<file path="config.mk">
export PLATFORM = sky130hd
export DESIGN_NAME = txn_circular_buffer_flat
export DESIGN_NICKNAME = d
export VERILOG_FILES = /design/src/rtl/txn_circular_buffer_if.sv /design/src/rtl/txn_circular_buffer.sv /design/src/flat_wrapper.sv
export SDC_FILE = /design/constraint.sdc
export NUM_CORES = 2
export LEC_CHECK = 0
export BUFFER_PORTS_ARGS = -buffer_cell sky130_fd_sc_hd__buf_2
export CAP_MARGIN = 10
export CORE_MARGIN = 3
export CORE_UTILIZATION = 40
export DETAILED_ROUTE_END_ITERATION = 16
export GPL_TIMING_DRIVEN = 0
export PLACE_DENSITY_LB_ADDON = 0.1
export SYNTH_ARGS = -nofsm -noshare
export SYNTH_HDL_FRONTEND = slang
export SYNTH_SLANG_ARGS = --single-unit
</file>
<file path="constraint.sdc">
create_clock -name i_clk -period 6.8 [get_ports i_clk]
set_clock_uncertainty 0.1 [all_clocks]
set_input_delay 0.34 -clock i_clk [delete_from_list [all_inputs] [get_ports i_clk]]
set_output_delay 0.34 -clock i_clk [all_outputs]
set_load 0.1 [all_outputs]
</file>
<file path="src/rtl/txn_circular_buffer_if.sv">
// Bus bundle for txn_circular_buffer: data/control requests in, status out.
interface txn_circular_buffer_if #(
    parameter int unsigned DATA_WIDTH = 8,
    parameter int unsigned DEPTH      = 256
);
    localparam int unsigned CW = $clog2(DEPTH) + 1;

    logic                  i_write_en;
    logic [DATA_WIDTH-1:0] i_data;
    logic                  i_read_en;
    logic                  i_mark;
    logic                  i_commit;
    logic                  i_rollback;
    logic                  i_clear_errors;
    logic [DATA_WIDTH-1:0] o_data;
    logic [CW-1:0]         o_data_size;
    logic [CW-1:0]         o_used;
    logic                  o_empty;
    logic                  o_full;
    logic                  o_almost_full;
    logic                  o_almost_empty;
    logic                  o_txn_open;
    logic                  o_overrun;
    logic                  o_underrun;
    logic                  o_invalid_op;

    // Producer/consumer side
    modport master (
        output i_write_en, i_data, i_read_en, i_mark, i_commit, i_rollback, i_clear_errors,
        input  o_data, o_data_size, o_used, o_empty, o_full, o_almost_full, o_almost_empty,
               o_txn_open, o_overrun, o_underrun, o_invalid_op
    );

    // Buffer side
    modport slave (
        input  i_write_en, i_data, i_read_en, i_mark, i_commit, i_rollback, i_clear_errors,
        output o_data, o_data_size, o_used, o_empty, o_full, o_almost_full, o_almost_empty,
               o_txn_open, o_overrun, o_underrun, o_invalid_op
    );
endinterface

</file>
<file path="src/rtl/txn_circular_buffer.sv">
// Full-capacity circular buffer with transactional writes (mark/commit/rollback).
// Readers only see entries up to cmt_ptr; uncommitted writes still occupy space.
module txn_circular_buffer #(
    parameter int unsigned DATA_WIDTH   = 8,
    parameter int unsigned DEPTH        = 256,
    parameter int unsigned AFULL_LEVEL  = DEPTH - 4,
    parameter int unsigned AEMPTY_LEVEL = 4
) (
    input logic                   i_clk,
    input logic                   i_rst,
    txn_circular_buffer_if.slave  bus
);
    localparam int unsigned AW = $clog2(DEPTH);
    localparam int unsigned CW = AW + 1;

    logic [DATA_WIDTH-1:0] mem [DEPTH];

    logic [CW-1:0] wr_ptr_q, wr_ptr_d;
    logic [CW-1:0] rd_ptr_q, rd_ptr_d;
    logic [CW-1:0] cmt_ptr_q, cmt_ptr_d;
    logic          txn_open_q, txn_open_d;
    logic          overrun_q, overrun_d;
    logic          underrun_q, underrun_d;
    logic          invalid_q, invalid_d;

    logic [CW-1:0] used, committed, wr_ptr_post;
    logic          ctrl_multi, do_mark, do_commit, do_rollback, bad_ctrl;
    logic          rd_acc, has_room, wr_acc;

    assign used      = wr_ptr_q - rd_ptr_q;
    assign committed = cmt_ptr_q - rd_ptr_q;

    // Decode data ops and control commands, compute next state
    always_comb begin
        ctrl_multi  = (bus.i_mark & bus.i_commit) | (bus.i_mark & bus.i_rollback) |
                      (bus.i_commit & bus.i_rollback);
        do_mark     = bus.i_mark & ~ctrl_multi & ~txn_open_q;
        do_commit   = bus.i_commit & ~ctrl_multi & txn_open_q;
        do_rollback = bus.i_rollback & ~ctrl_multi & txn_open_q;
        bad_ctrl    = ctrl_multi | (bus.i_mark & ~ctrl_multi & txn_open_q) |
                      ((bus.i_commit | bus.i_rollback) & ~ctrl_multi & ~txn_open_q);

        // A write into a full buffer is allowed only if the head is popped this cycle
        rd_acc      = bus.i_read_en && (committed != '0);
        has_room    = (used != CW'(DEPTH)) || rd_acc;
        wr_acc      = bus.i_write_en & has_room & ~do_rollback;
        wr_ptr_post = wr_ptr_q + CW'(wr_acc);

        rd_ptr_d    = rd_ptr_q + CW'(rd_acc);
        wr_ptr_d    = do_rollback ? cmt_ptr_q : wr_ptr_post;

        // Outside a transaction cmt_ptr tracks wr_ptr; a mark freezes it at the
        // pre-write value so a same-cycle write belongs to the new transaction
        cmt_ptr_d  = cmt_ptr_q;
        txn_open_d = txn_open_q;
        if (txn_open_q) begin
            if (do_commit) begin
                cmt_ptr_d  = wr_ptr_post;
                txn_open_d = 1'b0;
            end else if (do_rollback) begin
                txn_open_d = 1'b0;
            end
        end else if (do_mark) begin
            txn_open_d = 1'b1;
        end else begin
            cmt_ptr_d = wr_ptr_post;
        end

        // Sticky flags: a same-cycle error event wins over clear
        overrun_d  = (overrun_q & ~bus.i_clear_errors) |
                     (bus.i_write_en & ~has_room & ~do_rollback);
        underrun_d = (underrun_q & ~bus.i_clear_errors) | (bus.i_read_en & ~rd_acc);
        invalid_d  = (invalid_q & ~bus.i_clear_errors) | bad_ctrl;
    end

    // Pointer, transaction and error state
    always_ff @(posedge i_clk or posedge i_rst) begin
        if (i_rst) begin
            wr_ptr_q   <= '0;
            rd_ptr_q   <= '0;
            cmt_ptr_q  <= '0;
            txn_open_q <= 1'b0;
            overrun_q  <= 1'b0;
            underrun_q <= 1'b0;
            invalid_q  <= 1'b0;
        end else begin
            wr_ptr_q   <= wr_ptr_d;
            rd_ptr_q   <= rd_ptr_d;
            cmt_ptr_q  <= cmt_ptr_d;
            txn_open_q <= txn_open_d;
            overrun_q  <= overrun_d;
            underrun_q <= underrun_d;
            invalid_q  <= invalid_d;
        end
    end

    // Storage array, not reset
    always_ff @(posedge i_clk) begin
        if (wr_acc) begin
            mem[wr_ptr_q[AW-1:0]] <= bus.i_data;
        end
    end

    assign bus.o_data         = mem[rd_ptr_q[AW-1:0]];
    assign bus.o_data_size    = committed;
    assign bus.o_used         = used;
    assign bus.o_empty        = (committed == '0);
    assign bus.o_full         = (used == CW'(DEPTH));
    assign bus.o_almost_full  = (used >= CW'(AFULL_LEVEL));
    assign bus.o_almost_empty = (committed <= CW'(AEMPTY_LEVEL));
    assign bus.o_txn_open     = txn_open_q;
    assign bus.o_overrun      = overrun_q;
    assign bus.o_underrun     = underrun_q;
    assign bus.o_invalid_op   = invalid_q;
endmodule

</file>
<file path="src/flat_wrapper.sv">
// flat-port wrapper written by rule: the top's interface ports become plain ports
module txn_circular_buffer_flat 
#(
    parameter int unsigned DATA_WIDTH   = 8,
    parameter int unsigned DEPTH        = 256,
    parameter int unsigned AFULL_LEVEL  = DEPTH - 4,
    parameter int unsigned AEMPTY_LEVEL = 4
)
  (i_clk, i_rst, bus_i_write_en, bus_i_data, bus_i_read_en, bus_i_mark, bus_i_commit, bus_i_rollback, bus_i_clear_errors, bus_o_data, bus_o_data_size, bus_o_used, bus_o_empty, bus_o_full, bus_o_almost_full, bus_o_almost_empty, bus_o_txn_open, bus_o_overrun, bus_o_underrun, bus_o_invalid_op);
  txn_circular_buffer_if #(.DATA_WIDTH(DATA_WIDTH), .DEPTH(DEPTH)) bus_i ();
  input logic i_clk;
  input logic i_rst;
  input wire logic [$bits(bus_i.i_write_en)-1:0] bus_i_write_en;
  input wire logic [$bits(bus_i.i_data)-1:0] bus_i_data;
  input wire logic [$bits(bus_i.i_read_en)-1:0] bus_i_read_en;
  input wire logic [$bits(bus_i.i_mark)-1:0] bus_i_mark;
  input wire logic [$bits(bus_i.i_commit)-1:0] bus_i_commit;
  input wire logic [$bits(bus_i.i_rollback)-1:0] bus_i_rollback;
  input wire logic [$bits(bus_i.i_clear_errors)-1:0] bus_i_clear_errors;
  output wire logic [$bits(bus_i.o_data)-1:0] bus_o_data;
  output wire logic [$bits(bus_i.o_data_size)-1:0] bus_o_data_size;
  output wire logic [$bits(bus_i.o_used)-1:0] bus_o_used;
  output wire logic [$bits(bus_i.o_empty)-1:0] bus_o_empty;
  output wire logic [$bits(bus_i.o_full)-1:0] bus_o_full;
  output wire logic [$bits(bus_i.o_almost_full)-1:0] bus_o_almost_full;
  output wire logic [$bits(bus_i.o_almost_empty)-1:0] bus_o_almost_empty;
  output wire logic [$bits(bus_i.o_txn_open)-1:0] bus_o_txn_open;
  output wire logic [$bits(bus_i.o_overrun)-1:0] bus_o_overrun;
  output wire logic [$bits(bus_i.o_underrun)-1:0] bus_o_underrun;
  output wire logic [$bits(bus_i.o_invalid_op)-1:0] bus_o_invalid_op;
  assign bus_i.i_write_en = bus_i_write_en;
  assign bus_i.i_data = bus_i_data;
  assign bus_i.i_read_en = bus_i_read_en;
  assign bus_i.i_mark = bus_i_mark;
  assign bus_i.i_commit = bus_i_commit;
  assign bus_i.i_rollback = bus_i_rollback;
  assign bus_i.i_clear_errors = bus_i_clear_errors;
  assign bus_o_data = bus_i.o_data;
  assign bus_o_data_size = bus_i.o_data_size;
  assign bus_o_used = bus_i.o_used;
  assign bus_o_empty = bus_i.o_empty;
  assign bus_o_full = bus_i.o_full;
  assign bus_o_almost_full = bus_i.o_almost_full;
  assign bus_o_almost_empty = bus_i.o_almost_empty;
  assign bus_o_txn_open = bus_i.o_txn_open;
  assign bus_o_overrun = bus_i.o_overrun;
  assign bus_o_underrun = bus_i.o_underrun;
  assign bus_o_invalid_op = bus_i.o_invalid_op;
  txn_circular_buffer #(.DATA_WIDTH(DATA_WIDTH), .DEPTH(DEPTH), .AFULL_LEVEL(AFULL_LEVEL), .AEMPTY_LEVEL(AEMPTY_LEVEL)) u_core (.i_clk(i_clk), .i_rst(i_rst), .bus(bus_i));
endmodule
</file>
Yosys cells after proc, flatten, opt, wreduce, memory -nomap -nowiden
Memories as Yosys holds them, arrays and structs flattened.
Index checks and enable logic that the tools add are counted.
Word-level totals
  register bits: 31
  RAM bits: 2048
  input port bits: 16
  output and inout port bits: 34
  word-level logic and storage cells: 67
  memories: 1
Cells by class
  $add $sub $neg: 4
  $lt $le $gt $ge: 2
  eq/ne operators: 4
  mux-type cells: 10
  bitwise operators: 34
  reductions and logical operators: 5
Memory list
  u_core.mem: depth 256, bits a word 8, rd ports 1, clocked after memory_dff 0, wr ports 1, line txn_circular_buffer.sv:16  | logic [DATA_WIDTH-1:0] mem [DEPTH];
Operators by type and width (count)
  9-bit 2-to-1 mux: 4
  1-bit bitwise AND: 20
  9-bit by 1-bit adder with 9-bit output: 2
  9-bit subtractor: 2
  9-bit == test, second input constant: 1
  9-bit by 8-bit greater-or-equal comparator with 1-bit output, second input constant: 1
  9-bit by 3-bit less-or-equal comparator with 1-bit output, second input constant: 1
  9-bit logical NOT: 1
  9-bit != test, second input constant: 1
  9-bit nonzero test: 1
  1-bit OR: 8
  1-bit 2-to-1 mux: 6
  1-bit NOT: 6
  2-bit by 1-bit != test with 1-bit output, second input constant: 1
  2-bit != test, second input constant: 1
  2-bit AND reduction: 1
  1-bit logical AND: 1
  1-bit logical OR: 1

Depth between registers and ports, before layout
  word-level depth: 11
  depth in mapped cells: 20
  gate-level depth less buffers: 17

Least setup slack after synthesis
Ideal clock, no wire load.
  path type: register to output
  start: reg u_core.rd_ptr_q[1]
  end: out bus_o_almost_full
  arrival time: 6.596 ns
  slack: -0.236 ns
  cell stages (with the launch flop): 14
  buffers on the path: 4
  cells stage by stage: dfrtp_1 > clkbuf_1 > clkbuf_1 > inv_1 > buf_1 > clkbuf_1 > ha_1 > nor2b_1 > o31a_1 > o21a_1 > nor2_1 > xnor2_1 > nand2_1 > o31ai_1
On the way
  word-level cells in the longest chain between the ends: 2
RTL lines
  start, declared: line txn_circular_buffer.sv:19  | logic [CW-1:0] rd_ptr_q, rd_ptr_d;
  start signal, assigned: line txn_circular_buffer.sv:88  | rd_ptr_q <= rd_ptr_d;
  9-bit subtractor: line txn_circular_buffer.sv:30  | assign used = wr_ptr_q - rd_ptr_q;
  via bus_o_used[5]: line flat_wrapper.sv:22  | output wire logic [$bits(bus_i.o_used)-1:0] bus_o_used;
  9-bit by 8-bit greater-or-equal comparator with 1-bit output: line txn_circular_buffer.sv:109  | assign bus.o_almost_full = (used >= CW'(AFULL_LEVEL));
  end, declared: line flat_wrapper.sv:25  | output wire logic [$bits(bus_i.o_almost_full)-1:0] bus_o_almost_full;
The timed path passes the listed nets, and every way through them passes these cells.

Worst setup path after layout
  start: reg u_core.rd_ptr_q[3]
  end: out bus_o_data[0]
On the way
  word-level cells in the longest chain between the ends: 1
RTL lines
  memory 256 x 8 bit
  end, declared: line flat_wrapper.sv:20  | output wire logic [$bits(bus_i.o_data)-1:0] bus_o_data;
No other way between the ends.

==> flow_summary_export.csv <==
group,metric,value,unit
run_status,outcome,"finished with violations",
run_status,violations,"setup timing",
sta,rsz0062_at_grt,"yes",
power_and_ir_drop,clkPwrFrac,25.0,%
clock_tree,clock_latency,870,ps
logic_synthesis,seq_area_frac_synth,76.1,%
setup_path,worstPathArrival,6760,ps
finish,final_util,47.6,%
setup_path,crit_fanout,10,
detailed_routing,drt_iter0_markers,9688,
placement,place.detailed.hpwl,244000,µm
logic_synthesis,synth_edf_count,2048,
logic_synthesis,synthesis.nets,4061,
setup_path,critPathSlowestCell,"clkbuf_2",
sta,slew_headroom,1.79,%
setup_path,rrSetupSlack,-70,ps
finish,syn_to_final_growth,17.8,%
floorplan,rows,165,
power_and_ir_drop,p_sw_share,44.1,%
logic_synthesis,ys_ff_latch,2079,
logic_synthesis,avgSynthCellArea,20.3,µm²
power_and_ir_drop,p_leak,0.0305,µW
power_and_ir_drop,p_int,26000,µW
setup_path,cp-end-kind,"output port",
detailed_routing,routed_wl,365000,µm
sta,tightest_slew,1470,ps
power_and_ir_drop,power_density,483,nW/µm²
detailed_routing,firstDrtPassIters,8,
clock_tree,cts_root_buffer,"clkbuf_16",
logic_synthesis,synthFlopType,"edfxtp_1",
detailed_routing,viasPerCell,6.74,
logic_synthesis,netlist_area,81800,µm²
setup_path,slowest_delay,750,ps
power_and_ir_drop,power_frac_seq,31.0,%
logic_synthesis,synth_top_area_share,75.1,%
logic_synthesis,ys_async_sr_fraction,1.49,%
placement,dpl_cell_area,88900,µm²
logic_synthesis,synth_cells,4023,
logic_synthesis,yosysWarnings,0,
setup_path,path_common_cell,"clkbuf_2",
finish,most-common-layout-cells,"edfxtp_1, mux4_2, clkbuf_16, nor3_2, mux2i_1",
sta,fin_hold_ws,24.0,ps
power_and_ir_drop,p_comb_share,44.0,%
floorplan,start_util,40.4,%
floorplan,core-area,203000,µm²
finish,final_common_cell,"edfxtp_1",
detailed_routing,ant_nets,0,
floorplan,design.die.area,210000,µm²
logic_synthesis,post-synth-top-area-cell,"edfxtp_1",
global_route,grt_usage,34.4,%
sta,drv_slew,0,
placement,io_buffer_count,49,
setup_path,crit_buf_inv,6,
setup_path,cp_cell_sequence,"clkbuf_1 > clkbuf_2 > buf_6 > clkbuf_2 > clkbuf_4 > a211oi_1 > a31oi_1 > nand4_1 > nor4_4 > o32ai_2 > buf_2",
finish,drive_gt1_share,30.5,%
power_and_ir_drop,p_sw,20600,µW
setup_path,crit_type,"reg -> out",
floorplan,die_width,458,µm
clock_tree,cts_tree,"done",
floorplan,ios,50,
detailed_routing,wl_per_cell,49.4,µm
clock_tree,htree_levels,4,
sta,setup_ws,-404,ps
sta,fmax,139,MHz
global_route,grt_antenna_before_repair,35,
detailed_routing,via_count,49786,
clock_tree,cts_buffers,217,
logic_synthesis,yosysUniqueCellTypes,65,
logic_synthesis,synthTopCellsByArea,"edfxtp_1, mux4_2, mux2i_1",
setup_path,critPathRequiredTime,6360,ps
power_and_ir_drop,vdd_drop_max,0.957,mV
sta,fin_crit,7200,ps
sta,setup_viol,39,
clock_tree,cts_max_path_buffers,3,
global_route,grt_pass1_wl,467000,µm
job,cap_violations,0,
clock_tree,numClockSinks,2079,
finish,fin_nets,4537,
global_route,grt_start_max_net_pins,146,
finish,fin_area,96400,µm²
global_route,overflow,0,
sta,post-route-period-util,106,%
clock_tree,clkTransAtPathRegs,60,ps
setup_path,start_kind,"register",
detailed_routing,drc_errors,0,
floorplan,die_h,458,µm
hold_path,hold_path_class,"in -> reg",
placement,gp_congestion,1.01,
sta,hold_viol,0,
sta,tns,-3060,ps
setup_path,crit_family,"buffers and inverters",
global_route,grt_pass1_vias,45961,
power by group through the flow:
stage | combinational, µW | clock [µW] | sequential, µW
after floorplan | 9040 | 0 | 14600
after global placement | 18700 | 0 | 14700
after detailed placement | 19400 | 0 | 14700
after CTS | 19700 | 11700 | 14400
after global routing | 20100 | 12100 | 14400
final | 20500 | 11700 | 14400
final cells by class:
cell class                      count  area, µm²
Fill cell                       16892     106000
Sequential cell                  2079      62300
Multi-Input combinational cell   1663      19300
Clock buffer                      268       5690
Tap cell                         2672       3340
Timing Repair Buffer              260       2960
Buffer                            259       1550
Clock inverter                    137       1120
Inverter                           19       81.3
Antenna cell                       28       70.1
flip-flops by register name (all words and copies together) (netlist names):
register / count
u_core.bus.o_underrun: 1
u_core.mem: 2048
u_core.bus.o_txn_open: 1
u_core.bus.o_overrun: 1
u_core.wr_ptr_q: 9
u_core.cmt_ptr_q: 9
u_core.rd_ptr_q: 9
u_core.bus.o_invalid_op: 1
cells by family (layout without fill, tap and decap cells):
logic type	after synthesis	after routing	synth area share (%)
compound gates	406	406	3.40
xor+xnor	27	27	0.289
fa+ha+maj	22	22	0.355
buf+inv	281	943	1.59
flops	2079	2079	76.1
mux	636	636	14.9
other cells	0	28	0
simple gates	572	572	3.39
through the flow:
| stage | total power, µW | instances | setup WS, ps |
|---|---|---|---|
| after floorplan | 23700 | 4023 | 243 |
| after global placement | 33500 | 6744 | -3360 |
| after detailed placement | 34100 | 6929 | -1610 |
| after CTS | 45800 | 7352 | -58.7 |
| after global routing | 46700 | 7358 | -46.1 |
| final | 46600 | 7385 | -404 |
routing by layer:
layer  share of wire (%)  wire, µm  global-route usage [%]
met5                0.12       441                       0
met4                 6.7     24500                    19.3
met3                  14     50600                    13.3
met2                  42    154000                    48.5
met1                  37    135000                    45.7
synth_stat cells, drive strengths merged, types with 3 or more instances:
cell type and number:
edfxtp 2048, mux4 465, nor3 280, mux2i 169, clkbuf 138, buf 124, nand2 107, a21oi 91
a22oi 80, nor2 61, o21ai 53, nand3 43, dfrtp 31, a221oi 27, a211oi 25, o22ai 25
ha 20, nor2b 20, inv 17, o221ai 17, xnor2 17, a31oi 16, and2 13, a22o 11
nand4 10, xor2 10, a2111oi 9, nor4 9, o21a 9, nand2b 7, or3 7, and3 5
a311oi 4, o211ai 4, a211o 3, a21o 3, a32oi 3, a41oi 3, o31ai 3, o32ai 3
timing repair:
item                       4_1_cts  5_1_grt
pin swaps                        1        2
setup buffers                    3        0
hold buffers                    17        0
resized for setup               86       22
setup endpoints to repair     2084      223
hold endpoints to repair       316        0
worst paths after layout:
check | start | to | cells past startpoint
worst max-delay path | u_core.rd_ptr_q[3] | bus_o_data[0] | 11
worst min-delay path | bus_i_data[4] | u_core.mem[105][4] | 2
worst max register to register | u_core.rd_ptr_q[1] | u_core.mem[212][4] | 19
worst min register to register | u_core.bus.o_overrun | u_core.bus.o_overrun | 1
max in group asynchronous | i_rst | u_core.wr_ptr_q[3] | 3
min in group asynchronous | i_rst | u_core.rd_ptr_q[8] | 3
No activity file was read; power rests on OpenSTA's default activity.
